==> src/rtl/grey_decode.sv <==
// grey_decode
// Sequential decoder for a NDIG-digit decimal counter whose digits are stored
// in a 5-bit single-step code. A start strobe snapshots all digits. Then one
// digit is converted per clock, most significant first, into a binary value
// and, optionally, a packed-BCD copy. Any digit code outside the legal set is
// flagged.
//
// Configuration macro: GREY_DEC_BCD_EN
//   defined   -> BCD register built, o_bcd carries the packed BCD result
//   undefined -> no BCD storage, o_bcd tied to 0
//
// Ports:
//   i_clk      in   1        clock, rising edge
//   i_rst_n    in   1        synchronous active-low reset
//   i_start    in   1        conversion request (accepted only when idle)
//   i_digits   in   5*NDIG   coded digits, ones at [4:0]
//   o_busy     out  1        conversion in progress
//   o_done     out  1        one-cycle pulse, results valid from this cycle on
//   o_value    out  OUT_W    binary result
//   o_bcd      out  4*NDIG   packed BCD result, ones at [3:0]
//   o_err      out  1        last conversion saw an illegal digit code
//   o_err_pos  out  4        index of the most significant illegal digit, else 0
module grey_decode #(
  parameter int NDIG  = 9,
  parameter int OUT_W = 30
) (
  input  logic              i_clk,
  input  logic              i_rst_n,
  input  logic              i_start,
  input  logic [5*NDIG-1:0] i_digits,
  output logic              o_busy,
  output logic              o_done,
  output logic [OUT_W-1:0]  o_value,
  output logic [4*NDIG-1:0] o_bcd,
  output logic              o_err,
  output logic [3:0]        o_err_pos
);

  localparam logic [3:0] LAST_IDX = 4'(NDIG - 1);

  typedef enum logic {
    S_IDLE,
    S_CONV
  } state_t;

  state_t state, state_nxt;

  logic [5*NDIG-1:0] snap;
  logic [OUT_W-1:0]  acc;
  logic [OUT_W-1:0]  acc_next;
  logic              err_acc;
  logic [3:0]        pos_acc;
  logic [3:0]        idx;
  logic [4:0]        cur_code;
  logic [3:0]        cur_dig;
  logic              cur_ok;
  logic              accept;
  logic              last_step;

  // ---------------------------------------------------------------------------
  // Control FSM
  // ---------------------------------------------------------------------------
  // NOTE: sequential state is written with non-blocking assignments so every
  // register samples its inputs from before the edge, independent of order.
  always_ff @(posedge i_clk) begin
    if (!i_rst_n) state <= S_IDLE;
    else          state <= state_nxt;
  end

  always_comb begin
    state_nxt = state;
    case (state)
      S_IDLE:  if (i_start)     state_nxt = S_CONV;
      S_CONV:  if (idx == 4'd0) state_nxt = S_IDLE;
      default:                  state_nxt = S_IDLE;
    endcase
  end

  assign o_busy    = (state == S_CONV);
  assign accept    = (state == S_IDLE) && i_start;
  assign last_step = (state == S_CONV) && (idx == 4'd0);

  // ---------------------------------------------------------------------------
  // Digit select and decode
  // ---------------------------------------------------------------------------
  // NOTE: every combinational output gets a default before the case/loop so
  // no path leaves it unassigned, which would otherwise infer a latch.
  always_comb begin
    cur_code = '0;
    for (int k = 0; k < NDIG; k++) begin
      if (idx == 4'(k)) cur_code = snap[5*k +: 5];
    end
  end

  always_comb begin
    cur_dig = 4'd0;
    cur_ok  = 1'b1;
    case (cur_code)
      5'b00000: cur_dig = 4'd0;
      5'b00001: cur_dig = 4'd1;
      5'b00011: cur_dig = 4'd2;
      5'b00010: cur_dig = 4'd3;
      5'b00110: cur_dig = 4'd4;
      5'b00100: cur_dig = 4'd5;
      5'b01100: cur_dig = 4'd6;
      5'b01000: cur_dig = 4'd7;
      5'b11000: cur_dig = 4'd8;
      5'b10000: cur_dig = 4'd9;
      default:  cur_ok  = 1'b0;   // illegal code contributes 0
    endcase
  end

  // acc*10 built from two shifts; the result truncates to OUT_W.
  assign acc_next = (acc << 3) + (acc << 1) + {{(OUT_W-4){1'b0}}, cur_dig};

  // ---------------------------------------------------------------------------
  // Working registers
  // ---------------------------------------------------------------------------
  // NOTE: the snapshot and working registers are not reset; they are fully
  // reloaded on every accepted start and never reach an output before then.
  always_ff @(posedge i_clk) begin
    if (accept) begin
      snap    <= i_digits;
      acc     <= '0;
      err_acc <= 1'b0;
      pos_acc <= 4'd0;
      idx     <= LAST_IDX;
    end else if (state == S_CONV) begin
      acc <= acc_next;
      // MSB-first walk: the first illegal digit met is the most significant.
      if (!cur_ok && !err_acc) begin
        err_acc <= 1'b1;
        pos_acc <= idx;
      end
      idx <= idx - 4'd1;
    end
  end

  // ---------------------------------------------------------------------------
  // Result registers: change only on the completing step
  // ---------------------------------------------------------------------------
  always_ff @(posedge i_clk) begin
    if (!i_rst_n) begin
      o_done    <= 1'b0;
      o_value   <= '0;
      o_err     <= 1'b0;
      o_err_pos <= 4'd0;
    end else begin
      o_done <= last_step;
      if (last_step) begin
        o_value   <= acc_next;
        o_err     <= err_acc | ~cur_ok;
        // idx is 0 on the last step, so a digit first failing here reports 0.
        o_err_pos <= err_acc ? pos_acc : 4'd0;
      end
    end
  end

`ifdef GREY_DEC_BCD_EN
  logic [4*NDIG-1:0] bcd_acc;

  always_ff @(posedge i_clk) begin
    if (accept) begin
      bcd_acc <= '0;
    end else if (state == S_CONV) begin
      for (int k = 0; k < NDIG; k++) begin
        if (idx == 4'(k)) bcd_acc[4*k +: 4] <= cur_dig;
      end
    end
  end

  always_ff @(posedge i_clk) begin
    if (!i_rst_n) begin
      o_bcd <= '0;
    end else if (last_step) begin
      // Ones nibble is being decoded this very cycle; splice it in directly.
      o_bcd <= {bcd_acc[4*NDIG-1:4], cur_dig};
    end
  end
`else
  assign o_bcd = '0;
`endif

endmodule

==> config.mk <==
export PLATFORM = sky130hd
export DESIGN_NAME = grey_decode
export DESIGN_NICKNAME = d
export VERILOG_FILES = /design/src/rtl/grey_decode.sv
export SDC_FILE = /design/constraint.sdc
export NUM_CORES = 1
export LEC_CHECK = 0
export ABC_AREA = 1
export ABC_CLOCK_PERIOD_IN_PS = 8420
export CORE_UTILIZATION = 38
export CTS_CLUSTER_DIAMETER = 200
export DETAILED_ROUTE_END_ITERATION = 16
export HOLD_SLACK_MARGIN = 0.02
export PLACE_DENSITY_LB_ADDON = 0.25
export SETUP_SLACK_MARGIN = 0.4
export SLEW_MARGIN = 20
export SYNTH_ARGS = -nofsm -noshare
export SYNTH_HDL_FRONTEND = slang
export SYNTH_SLANG_ARGS = --single-unit
==> constraint.sdc <==
create_clock -name i_clk -period 8.42 [get_ports i_clk]
set_input_delay 1.684 -clock i_clk [delete_from_list [all_inputs] [get_ports i_clk]]
set_output_delay 1.684 -clock i_clk [all_outputs]
set_load 0.1 [all_outputs]
### Word level (Yosys, flattened, before mapping)

Index checks and enable logic that the tools add are counted.

* bits in registers: 120
* bits of input ports: 48
* output and inout port bits: 73
* word-level logic and storage cells: 57

* $add $sub $neg: 3
* equality and inequality tests: 17
* multiplexer cells: 15
* bitwise logic cells: 3
* reductions and logical operators: 9

Operators with widths (count)
* 5-bit 2-to-1 mux: 9
* 4-bit case mux with 9 select lines: 1
* 30-bit adder: 1
* 30-bit by 4-bit adder with 30-bit output: 1
* 4-bit by 3-bit == test with 1-bit output, second input constant: 4
* 5-bit by 2-bit == test with 1-bit output, second input constant: 2
* 5-bit by 3-bit == test with 1-bit output, second input constant: 2
* 5-bit by 4-bit == test with 1-bit output, second input constant: 2
* 5-bit == test, second input constant: 2
* 10-bit OR reduction: 1
* 4-bit by 2-bit == test with 1-bit output, second input constant: 2
* 5-bit by 1-bit == test with 1-bit output, second input constant: 1
* 5-bit zero test: 1
* 4-bit by 1-bit == test with 1-bit output, second input constant: 1
* 4-bit == test, second input constant: 1
* 4-bit zero test: 1
* 4-bit 2-to-1 mux: 1
* 4-bit by 1-bit subtractor with 4-bit output, second input constant: 1
* 1-bit logical AND: 3
* 1-bit 2-to-1 mux: 3
* 1-bit zero test: 2
* 1-bit NOT: 2
* 1-bit case mux with 2 select lines: 1
* 2-bit AND reduction: 1
* 1-bit bitwise OR: 1

### Logic depth before layout (Yosys ltp)

Gate-level depths: netlist of the first run.

* depth after elaboration: 16
* gate-level depth with buffers: 34
* mapped depth without buffers: 33

### Least setup slack after synthesis of the first run

OpenSTA, ideal clock, no wires.

* path kind: register to register
* start point: register idx[1]
* end point: register o_value[17]
* library setup time: 115 ps
* arrival time: 3782 ps
* required time: 8305 ps
* slack: 4523 ps
* stages on the path, launching flop included: 27
* path buffers: 0
* period minus slack after synthesis: 3897 ps
* path through: dfxtp_1 > inv_1 > ha_1 > inv_1 > nor2_4 > inv_2 > nor2_1 > nor2_1 > nand2_1 > nand2_1 > nand2_1 > nand3_2 > nor2_2 > nand3_4 > fa_1 > inv_1 > ha_1 > nand2_1 > nor3_1 > a21oi_1 > o21bai_2 > a21oi_1 > o21ai_0 > a21boi_0 > or2_1 > nand3_1 > nand2_1

* longest elaborated chain between the ends: 13
* elaborated cells on any way between the ends: 30
* classes of those cells: 1 x add/sub; 17 x eq/ne; 10 x mux; 2 x reduce/logical

RTL lines
* start, declared: RTL line 53 `logic [3:0] idx;`
* start signal, assigned: RTL line 135 `idx <= idx - 4'd1;`
* 4-bit zero test: RTL line 81, 91
* 5-bit 2-to-1 mux (9 in series): RTL line 91 `if (idx == 4'(k)) cur_code = snap[5*k +: 5];`
* 5-bit == test, or another cell as far along: RTL line 98 `case (cur_code)`
* 4-bit case mux with 9 select lines: RTL line 98
* 30-bit by 4-bit adder with 30-bit output: RTL line 114 `assign acc_next = (acc << 3) + (acc << 1) + {{(OUT_W-4){1'b0}}, cur_dig};`
* end signal, assigned: RTL line 151 `o_value <= acc_next;`
* end, declared: RTL line 33 `output logic [OUT_W-1:0] o_value,`

Several ways; a longest one is shown, not always the timed one.
A chain may end at the register's enable or synchronous reset.

### Worst setup path after layout of the first run

Same ends and word-level chain as after synthesis.

==> impl_results.md, run 1 <==
- Outcome: completed
- Hold WC Path Type: register to register
- Synth top area cells: dfxtp_1, edfxtp_1, ha_1
- Area leader, netlist: dfxtp_1
- DRC: 0
- Worst Reg2Reg Path Length in Cells: 26
- Register share of total power: 0.318
- CP startpoint: idx[1]
- Core area: 17400 um^2
- Setup violators final: 0
- DRT antenna net count: 0
- Power Internal: 0.00144 W
- Critical path arrival: 4.84 ns
- Pin count of the biggest net entering global routing: 59
- Post-synthesis sequential area ratio: 0.421
- Vias per inst: 4.83
- DR iter-0 viols: 256
- Count of cell types in the netlist: 52
- Placed insts: 1106
- Area Growth Syn to Fin: 22.7%
- Final Util: 0.480
- Critical Path End Type: register
- Post-Layout Cell Count: 1138
- Reg2Reg Launch Point: idx[1]
- CP required: 8.74 ns
- Routed WL per cell: 13.6 um
- PwrDens: 290 nW/um^2
- Min Clock Period, post-route: 4.53 ns
- Reg2Reg Setup Slack: 3.89 ns
- Setup_tns: 0 ns
- Switching Share: 0.406
- Commonest non-fill, non-tap cells in the layout: nand2_1, clkdlybuf4s50_1, inv_1, dfxtp_1, ha_1
- Pin slew with the least headroom to its limit: 1.05 ns
- Clk pwr share: 0.296
- # Post-CTS Setup Buffers: 0
- Most common cell after layout, fill and taps aside: nand2_1
- Crit path to: o_value[17]
- Port buffer count: 84
- Cells after synthesis: 808
- TritonCTS clock tree: built
- Total Die Area: 18400 um^2
- Max Slew Vio Count: 0
- RSZ-0062 raised after global routing: no
- Vias in the first global route: 5348
- Gpl congestion: 0.895
- Slew headroom: 0.301
- Clock-pin slew on the worst setup and hold paths: 0.06 ns
- Max Freq: 0.221 GHz
- First-pass GRT wire length: 25900 um
- #FFs+latches synth: 120
- Number of diodes: 0
- GRT Overall Usage: 0.184
- CTS Buffer Depth: 2
- Synth warnings: 0
- Hold Buf Count CTS: 0
- Final #Nets: 1008
- CTS Root Cell: clkbuf_16
- CP Max Fanout: 11
- Routed vias: 5501
- CTS Sinks: 120
- CP Launch Type: register
- Final cycle utilization of the critical path: 0.537
- DP HPWL: 11500 um
- Switch Pwr: 0.000981 W
- Final hold violation count: 0
- Placement Rows: 48
- Die width: 136 um
- Reg2reg end: o_value[17]
- H-tree depth: 4
- Share of layout cells above drive strength 1: 0.0953
- # IOs: 121
- Mean Syn Cell Area: 8.40 um^2
- GRT overflow: 0
- CP Class: register to register
- Initial antenna violation count: 0
- VDD IR max: 0.172 mV
- Clock insertion delay at the later pin of the skew report: 0.43 ns
- Post-CTS Resized: 0
- Leak pwr: 3.73 nW
- Cell Area, Synth: 6780 um^2
- Synth top area share: 0.221
- Die H: 136 um
- # Max-Cap Violations: 0
- CTS Buf Count: 17
- Combinational share of power: 0.386
- Total Wirelength: 15400 um
- TritonRoute pass-1 iters: 5
- Initial Utilization: 0.391
- Clock Skews: 0.00866 ns
-- how the worst min path moves through the flow --
stage                           start     endpoint  depth (start not counted)  slack [ns]
after floorplan                acc[3]       acc[3]                          2        0.45
final                     o_value[12]  o_value[12]                          2        0.45
after global routing      o_value[12]  o_value[12]                          2        0.47
after global placement     o_value[6]   o_value[6]                          2        0.43
after CTS                 o_value[12]  o_value[12]                          2        0.45
after detailed placement  o_value[12]  o_value[12]                          2        0.44
-- per-layer routing --
layer | vias up | global-route usage | wire, um
li1 | 2818 | - | -
met1 | 2512 | 0.224 | 7010
met2 | 147 | 0.308 | 7340
met3 | 24 | 0.0434 | 802
met4 | 0 | 0.0787 | 297
met5 | - | 0 | 0
-- power groups by stage --
stage | registers, W | logic, W | clock network (W)
2_1_floorplan | 0.000789 | 0.000729 | 0
3_3_place_gp | 0.000780 | 0.000929 | 0
6_report | 0.000768 | 0.000932 | 0.000716
3_5_place_dp | 0.000780 | 0.000934 | 0
5_1_grt | 0.000780 | 0.00107 | 0.000753
4_1_cts | 0.000769 | 0.000938 | 0.000731
-- Yosys cell counts (all sizes together) --
| cell type | number |
|---|---|
| dfxtp | 75 |
| clkbuf | 9 |
| a21o | 1 |
| a21oi | 59 |
| xnor2 | 5 |
| a32o | 6 |
| edfxtp | 45 |
| o221ai | 1 |
| conb | 1 |
| or3b | 1 |
| o21bai | 6 |
| o21ai | 52 |
| clkinv | 1 |
| nor3 | 7 |
| nand2 | 206 |
| fa | 2 |
| nor4 | 2 |
| o22ai | 2 |
| ha | 58 |
| nor2 | 51 |
| o31ai | 5 |
| buf | 40 |
| a211oi | 1 |
| o21a | 2 |
| inv | 89 |
| a31oi | 6 |
| nand4 | 12 |
| or2 | 6 |
| nand3b | 4 |
| o211ai | 1 |
| a21boi | 2 |
| xor2 | 9 |
| nand3 | 41 |
-- stage by stage --
step / worst slack [ns] / instance area (um^2) / total power [W] / hold slack [ns]
after floorplan: 4.52 / 6920 / 0.00152 / 0.449
after global placement: 3.98 / 7740 / 0.00171 / 0.434
after detailed placement: 3.87 / 7740 / 0.00171 / 0.439
after CTS: 3.84 / 8330 / 0.00244 / 0.452
after global routing: 3.33 / 8330 / 0.00260 / 0.469
final: 3.89 / 8330 / 0.00242 / 0.451
-- worst max-delay path, cell delays in order (launching register included) --
cell and delay (ns):
dfxtp_1 0.33, inv_1 0.13, ha_1 0.41, nand3_2 0.22, inv_1 0.16, nor2_1 0.06
nand2_1 0.06, nand2_1 0.04, nand2_1 0.07, nand3_2 0.10, nor2_2 0.21, nand3_4 0.11
fa_1 0.37, inv_1 0.07, ha_1 0.29, nand2_1 0.10, nand2_1 0.06, nand3_1 0.07
nand2_1 0.08, a21oi_1 0.28, o21bai_2 0.12, a21oi_1 0.37, o21ai_0 0.21, a21boi_0 0.24
nand2_1 0.09, nand3_1 0.09, nand2_1 0.06
-- cell type report --
| type | count | area, um^2 |
|---|---|---|
| inverters | 90 | 338 |
| multi-input cells | 584 | 3410 |
| well taps | 225 | 282 |
| flip-flops and latches | 120 | 2850 |
| clock inverters | 14 | 151 |
| fillers | 1671 | 9030 |
| clock buffers | 18 | 429 |
| repair buffers | 87 | 863 |
-- flip-flops by register name, indices dropped and copies added, names as in the netlist, 4 cells and up --
signal / cells
acc: 29
idx: 4
o_err_pos: 4
o_value: 30
pos_acc: 4
snap: 45
-- cell families after synthesis --
logic type	share of synthesized area
simple gates	0.226
compound gates	0.124
buf+inv	0.0985
flops	0.421
fa+ha+maj	0.113
xor+xnor	0.0181
other cells	0.000553
Power figures use the tool's default switching activity.
==> run 2: changes to the inputs <==
Settings changed: ABC_CLOCK_PERIOD_IN_PS 8420 to 3800.
Clock period 8.42 ns to 3.8 ns, I/O delays scaled along.
==> run 2 against run 1 <==
Wire length is 8.4% higher. Highest routed layer unchanged. First-iteration DRC count up 24%. Combinational power grew to 3.0 times the previous value. Critical endpoint is now o_value[27]. Sequential power rose by 120%. Critical path type unchanged.
==> impl_results.md, run 2 (synthesis gave the netlist of run 1 again) <==
- Outcome: completed (unchanged)
- H-tree depth: 4 (unchanged)
- Register share of total power: 0.284 (was 0.318)
- Total Die Area: 18400 um^2 (unchanged)
- Pin count of the biggest net entering global routing: 48 (was 59)
- Routed WL per cell: 13.9 um (was 13.6 um)
- RSZ-0062 raised after global routing: yes (was no)
- Clk pwr share: 0.256 (was 0.296)
- DRC: 0 (unchanged)
- Area Growth Syn to Fin: 38.9% (was 22.7%)
- Clock-pin slew on the worst setup and hold paths: 0.06 ns (about the same)
- Hold Buf Count CTS: 0 (unchanged)
- Initial antenna violation count: 0 (unchanged)
- Min Clock Period, post-route: 3.80 ns (was 4.53 ns)
- Leak pwr: 4.22 nW (was 3.73 nW)
- DP HPWL: 11500 um (about the same)
- Die H: 136 um (unchanged)
- DR iter-0 viols: 318 (was 256)
- Die width: 136 um (unchanged)
- Placement Rows: 48 (unchanged)
- CP required: 4.09 ns (was 8.74 ns)
- Initial Utilization: 0.391 (unchanged)
- Final cycle utilization of the critical path: 1.00 (was 0.537)
- Critical Path End Type: register (unchanged)
- Vias in the first global route: 5545 (was 5348)
- CTS Buffer Depth: 2 (unchanged)
- GRT Overall Usage: 0.189 (was 0.184)
- Critical path arrival: 4.09 ns (was 4.84 ns)
- Max layer used: met4 (unchanged)
- Share of layout cells above drive strength 1: 0.243 (was 0.0953)
- Setup_tns: 0 ns (unchanged)
- Combinational share of power: 0.460 (was 0.386)
- DRT antenna net count: 0 (unchanged)
- VDD IR max: 0.451 mV (was 0.172 mV)
- Pin slew with the least headroom to its limit: 1.03 ns (was 1.05 ns)
- TritonRoute pass-1 iters: 5 (unchanged)
- Total Wirelength: 16800 um (was 15400 um)
- Switching Share: 0.411 (was 0.406)
- Clock Skews: 0.00617 ns (was 0.00866 ns)
- Commonest non-fill, non-tap cells in the layout: nand2_1, clkdlybuf4s50_1, dfxtp_1, inv_1, buf_4 (was nand2_1, clkdlybuf4s50_1, inv_1, dfxtp_1, ha_1)
- Top cell family by delay on the critical path: simple AND/OR/NAND/NOR gates (unchanged)
- Final #Nets: 1075 (was 1008)
- Power Internal: 0.00356 W (was 0.00144 W)
- CTS Sinks: 120 (unchanged)
- CP max-delay cell: fa_1 (was ha_1)
- Slew headroom: 0.308 (was 0.301)
- Switch Pwr: 0.00249 W (was 0.000981 W)
- CP Class: register to register (unchanged)
- Final Util: 0.543 (was 0.480)
- Number of cells on the critical path: 24 (was 26)
- Hold WS: 0.445 ns (was 0.451 ns)
- Gpl congestion: 0.867 (was 0.895)
- Hold WC Path Type: register to register (unchanged)
- M1 wire length: 8160 um (was 7010 um)
- # Max-Cap Violations: 0 (unchanged)
- Max Freq: 0.263 GHz (was 0.221 GHz)
- Multi-input logic area: 3900 um^2 (was 3410 um^2)
- CP bufs+invs: 1 (was 3)
- Most frequent CP cell: nand2_2 (was nand2_1)
- GRT overflow: 0 (unchanged)
- Met2 WL: 7520 um (was 7340 um)
- PwrDens: 642 nW/um^2 (was 290 nW/um^2)
- Largest register FFs: 45 (unchanged)
- DR WL met3: 729 um (was 802 um)
- Worst Reg2Reg Path Length in Cells: 24 (was 26)
- Biggest regs: snap (45), o_value (30), acc (29) (unchanged)
- Register area: 2870 um^2 (was 2850 um^2)
- Final hold violation count: 0 (unchanged)
- Largest Register: snap (unchanged)
- # IOs: 121 (unchanged)
- Setup violators final: 0 (unchanged)
- Port buffer count: 84 (unchanged)
- Number of diodes: 0 (unchanged)
- Crit-path max cell delay: 0.51 ns (was 0.41 ns)
- CTS Buf Count: 17 (unchanged)
- Worst path cell trace: nor2_4 -> nand2_4 -> or2_0 -> nand3_2 -> nand3_2 -> nand2_1 -> nand2_1 -> nand2_2 -> nand2_2 -> nand2_4 -> nand3_4 -> fa_1 -> inv_2 -> ha_4 -> nand2_4 -> nor3_4 -> a21oi_4 -> o21bai_4 -> a21oi_4 -> or3b_4 -> nand2_2 -> nand2_2 -> nand3_2 -> o21ai_1
- Most common cell after layout, fill and taps aside: nand2_1 (unchanged)
- Max Slew Vio Count: 0 (unchanged)
- Routed vias: 5787 (was 5501)
- Filler instances: 1526 (was 1671)
- Clock insertion delay at the later pin of the skew report: 0.42 ns (was 0.43 ns)
- Hold path cells: 2 (unchanged)
- CP Max Fanout: 7 (was 11)
- First-pass GRT wire length: 26900 um (was 25900 um)
- CTS Root Cell: clkbuf_16 (unchanged)
- CP Launch Type: register (unchanged)
- TritonCTS clock tree: built (unchanged)
- Vias per inst: 4.81 (was 4.83)
- Core area: 17400 um^2 (unchanged)
-- run 2: cell count changes in the layout (fill, tap and decap cells not counted), moves of 7 or more --
cell	delta
ha_1	-8
nand3_2	+15
nand2_2	+9
buf_6	+11
nand2_1	-12
nand3_1	-16
o21ai_0	-35
o21ai_1	+27
o21ai_2	+7
buf_4	+53
a21oi_2	+7
a21oi_1	-11
-- run 2: repair_timing --
| item | 4_1_cts | 5_1_grt |
|---|---|---|
| resized for setup | 77 | 58 |
| setup endpoints to repair | 47 | 49 |
| cloned | 0 | 1 |
| buffers inserted | 20 | 13 |
| pin swaps | 22 | 17 |
-- run 2: power groups by stage --
stage	Combinational [W]	Clock (W)	Sequential [W]
final	0.00278	0.00155	0.00172
after global routing	0.00306	0.00163	0.00174
after CTS	0.00256	0.00158	0.00171
after detailed placement	0.00229	0	0.00173
after global placement	0.00228	0	0.00173
after floorplan	0.00169	0	0.00176
-- run 2: worst paths after layout --
path	startpoint	to	slack, ns
max	idx[3]	o_value[27]	0.0009
min	o_value[12]	o_value[12]	0.45
max reg2reg	idx[3]	o_value[27]	0.0009
min reg2reg	o_value[12]	o_value[12]	0.45
-- run 2: cell type report --
class / instances / area share
clock buffer: 18 / 0.0455
clock inverter: 13 / 0.0141
tap: 225 / 0.0299
inverter: 90 / 0.0372
multi-input combinational: 584 / 0.414
sequential: 120 / 0.304
timing repair buffer: 154 / 0.155
-- run 2: worst min-delay path, delay by kind of cell (launching register included) --
| family | cells | cell delay [ns] |
|---|---|---|
| buffers and inverters | 1 | 0.04 |
| flip-flops | 1 | 0.32 |
| AO/OA/AOI/OAI | 1 | 0.06 |
-- run 2: stage by stage --
step | power, W | area [um^2] | setup slack [ns] | cells
floorplan | 0.00344 | 7020 | 0.156 | 843
global placement | 0.00401 | 8110 | -0.0475 | 1139
detailed placement | 0.00402 | 8110 | -0.111 | 1139
CTS | 0.00585 | 9070 | 0.0339 | 1190
global route | 0.00643 | 9420 | -0.244 | 1204
finish | 0.00605 | 9420 | 0.000878 | 1204
-- run 2: per-layer routing --
metal / track usage / vias up
met4: 0.0649 / 0
li1: - / 2951
met5: 0 / -
met3: 0.0460 / 20
met1: 0.255 / 2661
met2: 0.292 / 155
